==> src/rtl/dmem_arb_pkg.sv <==
`default_nettype none
// +----------------------------------------------------------------------+
// | dmem_arb_pkg : shared types/constants for the data-memory arbiter    |
// | rev 1.0                                                              |
// +----------------------------------------------------------------------+
package dmem_arb_pkg;

    typedef enum logic [1:0] {
        IDLE    = 2'd0,
        OWN_CPU = 2'd1,
        OWN_DMA = 2'd2
    } arb_state_t;

    localparam logic OWNER_CPU = 1'b0;
    localparam logic OWNER_DMA = 1'b1;

    localparam int BURST_W = 4;

endpackage
`default_nettype wire

==> src/rtl/dmem_arb_rport.sv <==
`default_nettype none
// +----------------------------------------------------------------------+
// | dmem_arb_rport : per-port read-return register (rdata + rvalid)      |
// | rev 1.0                                                              |
// +----------------------------------------------------------------------+
module dmem_arb_rport #(
    parameter int DATA_W = 32
) (
    input  logic              clk,
    input  logic              rst_n,
    input  logic              gnt,
    input  logic              we,
    input  logic [DATA_W-1:0] mem_rdata,
    output logic              rvalid,
    output logic [DATA_W-1:0] rdata
);

    logic rd_hit;
    assign rd_hit = gnt & ~we;

    always_ff @(posedge clk) begin
        if (!rst_n) begin
            rvalid <= 1'b0;
            rdata  <= '0;
        end else begin
            rvalid <= rd_hit;
            if (rd_hit) begin
                rdata <= mem_rdata;
            end
        end
    end

endmodule
`default_nettype wire

==> src/rtl/dmem_arbiter.sv <==
`default_nettype none
// +----------------------------------------------------------------------+
// | dmem_arbiter : CPU/DMA arbiter for a single-port data memory with    |
// | burst limiting. DMEM_ARB_RR_EN selects round-robin IDLE tie-break.    |
// | rev 1.0                                                              |
// +----------------------------------------------------------------------+
module dmem_arbiter
    import dmem_arb_pkg::*;
#(
    parameter int DATA_W    = 32,
    parameter int ADDR_W    = 32,
    parameter int MAX_BURST = 4
) (
    input  logic              clk,
    input  logic              rst_n,
    input  logic              cpu_req,
    input  logic              cpu_we,
    input  logic [ADDR_W-1:0] cpu_addr,
    input  logic [DATA_W-1:0] cpu_wdata,
    output logic              cpu_gnt,
    output logic              cpu_rvalid,
    output logic [DATA_W-1:0] cpu_rdata,
    input  logic              dma_req,
    input  logic              dma_we,
    input  logic [ADDR_W-1:0] dma_addr,
    input  logic [DATA_W-1:0] dma_wdata,
    output logic              dma_gnt,
    output logic              dma_rvalid,
    output logic [DATA_W-1:0] dma_rdata,
    output logic [ADDR_W-1:0] mem_address,
    output logic              mem_write,
    output logic              mem_read,
    output logic [DATA_W-1:0] mem_write_data,
    input  logic [DATA_W-1:0] mem_read_data
);

    localparam logic [BURST_W:0] BURST_LIMIT = (BURST_W+1)'(MAX_BURST);

    arb_state_t         state, state_nxt;
    logic [BURST_W-1:0] burst_cnt, burst_cnt_nxt;
    logic               last_owner, last_owner_nxt;
    logic [BURST_W:0]   cnt_inc;
    logic               tie_to_cpu;

    assign cnt_inc = {1'b0, burst_cnt} + 1'b1;

`ifdef DMEM_ARB_RR_EN
    assign tie_to_cpu = (last_owner == OWNER_DMA);
`else
    // CPU always wins; last_owner is still tracked for the round-robin build
    assign tie_to_cpu = 1'b1 | (last_owner == OWNER_DMA);
`endif

    always_ff @(posedge clk) begin
        if (!rst_n) begin
            state      <= IDLE;
            burst_cnt  <= '0;
            last_owner <= OWNER_DMA;
        end else begin
            state      <= state_nxt;
            burst_cnt  <= burst_cnt_nxt;
            last_owner <= last_owner_nxt;
        end
    end

    always_comb begin
        state_nxt      = state;
        burst_cnt_nxt  = burst_cnt;
        last_owner_nxt = last_owner;
        case (state)
            IDLE: begin
                burst_cnt_nxt = '0;
                if (cpu_req && (!dma_req || tie_to_cpu)) begin
                    state_nxt = OWN_CPU;
                end else if (dma_req) begin
                    state_nxt = OWN_DMA;
                end
            end
            OWN_CPU: begin
                if (cpu_req) begin
                    last_owner_nxt = OWNER_CPU;
                    if (dma_req) begin
                        if (cnt_inc < BURST_LIMIT) begin
                            burst_cnt_nxt = cnt_inc[BURST_W-1:0];
                        end else begin
                            state_nxt     = OWN_DMA;
                            burst_cnt_nxt = '0;
                        end
                    end else if (cnt_inc <= BURST_LIMIT) begin
                        burst_cnt_nxt = cnt_inc[BURST_W-1:0];
                    end
                end else begin
                    burst_cnt_nxt = '0;
                    state_nxt     = dma_req ? OWN_DMA : IDLE;
                end
            end
            OWN_DMA: begin
                if (dma_req) begin
                    last_owner_nxt = OWNER_DMA;
                    if (cpu_req) begin
                        if (cnt_inc < BURST_LIMIT) begin
                            burst_cnt_nxt = cnt_inc[BURST_W-1:0];
                        end else begin
                            state_nxt     = OWN_CPU;
                            burst_cnt_nxt = '0;
                        end
                    end else if (cnt_inc <= BURST_LIMIT) begin
                        burst_cnt_nxt = cnt_inc[BURST_W-1:0];
                    end
                end else begin
                    burst_cnt_nxt = '0;
                    state_nxt     = cpu_req ? OWN_CPU : IDLE;
                end
            end
            default: begin
                state_nxt     = IDLE;
                burst_cnt_nxt = '0;
            end
        endcase
    end

    // Grants are masked by rst_n so nothing reaches memory on a reset edge
    always_comb begin
        cpu_gnt        = rst_n & (state == OWN_CPU) & cpu_req;
        dma_gnt        = rst_n & (state == OWN_DMA) & dma_req;
        mem_address    = '0;
        mem_write      = 1'b0;
        mem_read       = 1'b0;
        mem_write_data = '0;
        if (cpu_gnt) begin
            mem_address    = cpu_addr;
            mem_write      = cpu_we;
            mem_read       = ~cpu_we;
            mem_write_data = cpu_wdata;
        end else if (dma_gnt) begin
            mem_address    = dma_addr;
            mem_write      = dma_we;
            mem_read       = ~dma_we;
            mem_write_data = dma_wdata;
        end
    end

    dmem_arb_rport #(.DATA_W(DATA_W)) u_cpu_rport (
        .clk       (clk),
        .rst_n     (rst_n),
        .gnt       (cpu_gnt),
        .we        (cpu_we),
        .mem_rdata (mem_read_data),
        .rvalid    (cpu_rvalid),
        .rdata     (cpu_rdata)
    );

    dmem_arb_rport #(.DATA_W(DATA_W)) u_dma_rport (
        .clk       (clk),
        .rst_n     (rst_n),
        .gnt       (dma_gnt),
        .we        (dma_we),
        .mem_rdata (mem_read_data),
        .rvalid    (dma_rvalid),
        .rdata     (dma_rdata)
    );

endmodule
`default_nettype wire

==> config.mk <==
export PLATFORM = sky130hd
export DESIGN_NAME = dmem_arbiter
export DESIGN_NICKNAME = d
export VERILOG_FILES = /design/src/rtl/dmem_arb_pkg.sv /design/src/rtl/dmem_arb_rport.sv /design/src/rtl/dmem_arbiter.sv
export SDC_FILE = /design/constraint.sdc
export NUM_CORES = 1
export LEC_CHECK = 0
export BUFFER_PORTS_ARGS = -buffer_cell sky130_fd_sc_hd__buf_2
export CAP_MARGIN = 25
export CORE_AREA = 5 5 114 116
export CTS_CLUSTER_SIZE = 14
export DETAILED_ROUTE_END_ITERATION = 16
export DIE_AREA = 0 0 119 121
export PLACE_DENSITY = 0.72
export SYNTH_ARGS = -nofsm -noshare
export SYNTH_HDL_FRONTEND = slang
export SYNTH_SLANG_ARGS = --single-unit
==> constraint.sdc <==
create_clock -name clk -period 3.9 [get_ports clk]
set_clock_uncertainty 0.1 [all_clocks]
set_input_delay 0.39 -clock clk [delete_from_list [all_inputs] [get_ports clk]]
set_output_delay 0.39 -clock clk [all_outputs]
set_load 0.01 [all_outputs]
==> out/metrics.csv <==
stage,metric,value,unit
cts,setup repair bufs after CTS,0,
setup_path,Worst Path Arrival,2.60,ns
hold_path,worst min path class,in -> reg,
global_routing,largest net degree at the start of global routing,69,
run_status,outcome,"finished, final reports clean",
place,Port Buffers,299,
routing,routed length per instance,17.7,um
sta,max-slew violation count,0,
cts,CTS resizes,0,
routing,via/cell ratio,4.84,
hold_path,HP Start,mem_read_data[26],
synthesis,"count leader, synth",nand2_1,
setup_path,Worst R2R Path Depth,6,
sta,fmax,324,MHz
synthesis,sequential share of the synthesized area,42.0,%
place,Inst Count DP,842,
sta,Worst Tran Pin Value,0.724,ns
synthesis,Mapped Cells,430,
run,Max Cap Viol,0,
setup_path,Crit path max-delay family,simple AND/OR/NAND/NOR gates,
synthesis,Synth Area per Inst,7.99,sq um
routing,Starting DRT DRC Count,298,
hold_path,Hold Crit Depth,3,
floorplanning,core area,11800,sq um
power,Lkg Pwr,2.71,nW
setup_path,critical path class,reg -> out,
floorplanning,die area,14400,sq um
floorplanning,Starting Density,29.1,%
sta,Final setup violation count,0,
power,pwr dens,402,nW/um^2
sta,final worst slack,0.814,ns
cts,Root Driver,clkbuf_16,
final_layout,share of cells above drive strength 1,45.6,%
final_layout,Sequential Area,1440,sq um
synthesis,register bit total from synthesis,72,
setup_path,CP startpoint kind,register,
power,Int Power,1.48,mW
sta,crit share post-route,79.1,%
routing,final wirelength,15.2,mm
synthesis,number of library cell types mapped by synthesis,34,
cts,Hold Buf Count CTS,0,
sta,RSZ-0062 raised after global routing,no,
global_routing,first-pass GRT wire length,22.4,mm
global_routing,global route overflow,0,
cts,"Clk Latency, worst-skew pair",0.32,ns
routing,DRT antenna net count,0,
setup_path,crit path capture type,primary output,
sta,minimum clock period after layout,3.09,ns
setup_path,"reg-to-reg slack, setup",1.11,ns
synthesis,top cell type's share of synthesized area,42.0,%
sta,"Hold Violations, Final",0,
place,hpwl dp,12.0,mm
place,Setup WS pre-CTS,1.09,ns
global_routing,vias in the first global route,3955,
power,share of power burned in the clock network,35.5,%
synthesis,Synth Cell Area,3440,sq um
final_layout,final net count,878,
power,net switching power,0.621,mW
synthesis,Synth Flop Type,dfxtp_1,
final_layout,final instance area,5240,sq um
cts,H-tree levels,3,
power,Combinational Power Share,26.1,%
routing,drt drc,0,
final_layout,final core occ,44.4,%
floorplanning,Die W,119,um
final_layout,Finished Layout Cells,858,
place,Area after DPL,4970,sq um
setup_path,Crit Reg-Reg Startpoint,state[1]$_SDFFE_PN0P_,
synthesis,"EDFF count, synth",0,
synthesis,share of synthesized registers carrying an async set or reset,0,%
routing,vias,4153,
final_layout,fill cell count,1233,
global_routing,gr usage total,19.8,%
synthesis,"top cells by area, synth","dfxtp_1 (42%), a22o_1 (17%), nand2_1 (15%), o21ai_0 (9.8%), buf_2 (2.6%)",
cts,TritonCTS clock tree,built,
synthesis,commonest cells in the netlist,"nand2_1 (133), dfxtp_1 (72), o21ai_0 (67)",
cts,Clock Sinks,72,
place,GP Congestion,0.926,
power,Max rail drop VDD,274,uV
synthesis,post-synth top area cell,dfxtp_1,
setup_path,worst path bufs/invs,2,
setup_path,CP max-delay cell,nor2b_4,
setup_path,Critical Path Fanout Max,33,
cts,CTS Buf Count,9,
synthesis,Yosys warning count,0,
final_layout,P&R area growth vs syn,52.6,%
final_layout,area of the multi-input gates,1780,sq um
routing,drt first pass iters,5,
setup_path,crit path cell chain,"inv_1, ha_1, and3_2, nor2b_4, a21o_1, buf_2",
setup_path,largest stage delay on the critical path,0.69,ns
sta,Slew HR,51.7,%
global_routing,initial antenna violation count,1,
setup_path,RR Endpoint,u_cpu_rport.rdata[0]$_SDFFE_PN0P_,
power,Sw Ratio,29.5,%
floorplanning,I/O pin cnt,300,
power,Seq pwr share,38.3,%
hold_path,Min-Delay Endpoint,u_cpu_rport.rdata[26]$_SDFFE_PN0P_,
cts,clk buf depth,2,
floorplanning,Rows,40,
sta,setup TNS,0,ns
setup_path,Worst Path Required,3.41,ns
cts,"CTS clk-pin slew, worst paths",0.05,ns
synthesis,"Net Count, Synth",602,
floorplanning,Die Span Y,121,um
## through the flow
step	hold slack, ns	total power, mW
after floorplan	0.373	1.12
after global placement	0.342	1.37
after detailed placement	0.345	1.37
after CTS	0.160	2.13
after global routing	0.179	2.21
final	0.174	2.11
## power by group through the flow
stage          Clock, mW  Sequential [mW]  Combinational (mW)
2_1_floorplan          0            0.838               0.282
3_3_place_gp           0            0.821               0.546
3_5_place_dp           0            0.821               0.547
4_1_cts            0.772            0.807               0.550
5_1_grt            0.803            0.813               0.599
6_report           0.749            0.807               0.550
## cell usage in the layout (no fill, tap or decap), drive strengths merged
cell type,count
a211oi,1
a21o,1
a21oi,4
a22o,65
a31oi,1
a32oi,1
and2,2
and3,2
buf,305
clkbuf,12
clkinv,2
clkinvlp,1
dfxtp,72
diode,1
ha,6
inv,5
mux2i,4
nand2,133
nand2b,2
nand3,3
nand3b,1
nand4b,1
nor2,6
nor2b,4
o211ai,2
o21ai,69
o221ai,1
o22a,1
o22ai,1
o41a,1
or4,1
## cell type report
| cell class | instances | share of cell area, % |
|---|---|---|
| clock inverter | 3 | 0.334 |
| clock buffer | 12 | 4.89 |
| tap | 147 | 3.51 |
| inverter | 5 | 0.358 |
| sequential | 72 | 27.5 |
| antenna | 1 | 0.0477 |
| timing repair buffer | 305 | 29.4 |
| multi-input combinational | 313 | 34.0 |
## state kept, by name, summed over array words and instances, names as in the netlist
| signal | flops |
|---|---|
| u_cpu_rport.rdata | 32 |
| u_dma_rport.rdata | 32 |
| burst_cnt | 4 |
| state | 2 |
| u_cpu_rport.rvalid | 1 |
| u_dma_rport.rvalid | 1 |
## worst max path at each step
| stage | startpoint | endpoint | slack [ns] | cells after the start |
|---|---|---|---|---|
| detailed placement | state[1]$_SDFFE_PN0P_ | u_cpu_rport.rdata[0]$_SDFFE_PN0P_ | 1.09 | 6 |
| global route | state[1]$_SDFFE_PN0P_ | mem_read | 0.58 | 6 |
| global placement | state[0]$_SDFFE_PN0P_ | mem_write_data[16] | 1.20 | 7 |
| finish | state[1]$_SDFFE_PN0P_ | mem_read | 0.81 | 6 |
| floorplan | state[1]$_SDFFE_PN0P_ | mem_address[0] | 1.92 | 7 |
| CTS | state[1]$_SDFFE_PN0P_ | mem_read | 0.79 | 6 |
## per-layer routing
layer	vias up	GRT usage [%]	wire length [um]
met3	19	7.46	1590
met1	1876	24.2	6190
met2	210	32.4	7190
met5	-	0	7
li1	2046	-	-
met4	2	5.87	195
## cells by family (layout without fill, tap and decap cells)
kind of cell	count (synthesis)	count (layout)	share of synthesized area, %
compound gates	148	148	29.6
fa+ha+maj	6	6	2.18
buf+inv	45	325	6.70
flops	72	72	42.0
mux	4	4	1.17
other cells	0	1	0
simple gates	155	155	18.4
## tightest hold or removal path: cells and delay by family
family          cells  cell delay [ns]
simple gates        1             0.04
buf+inv             1             0.09
compound gates      1             0.05
Power figures use the tool's default switching activity.
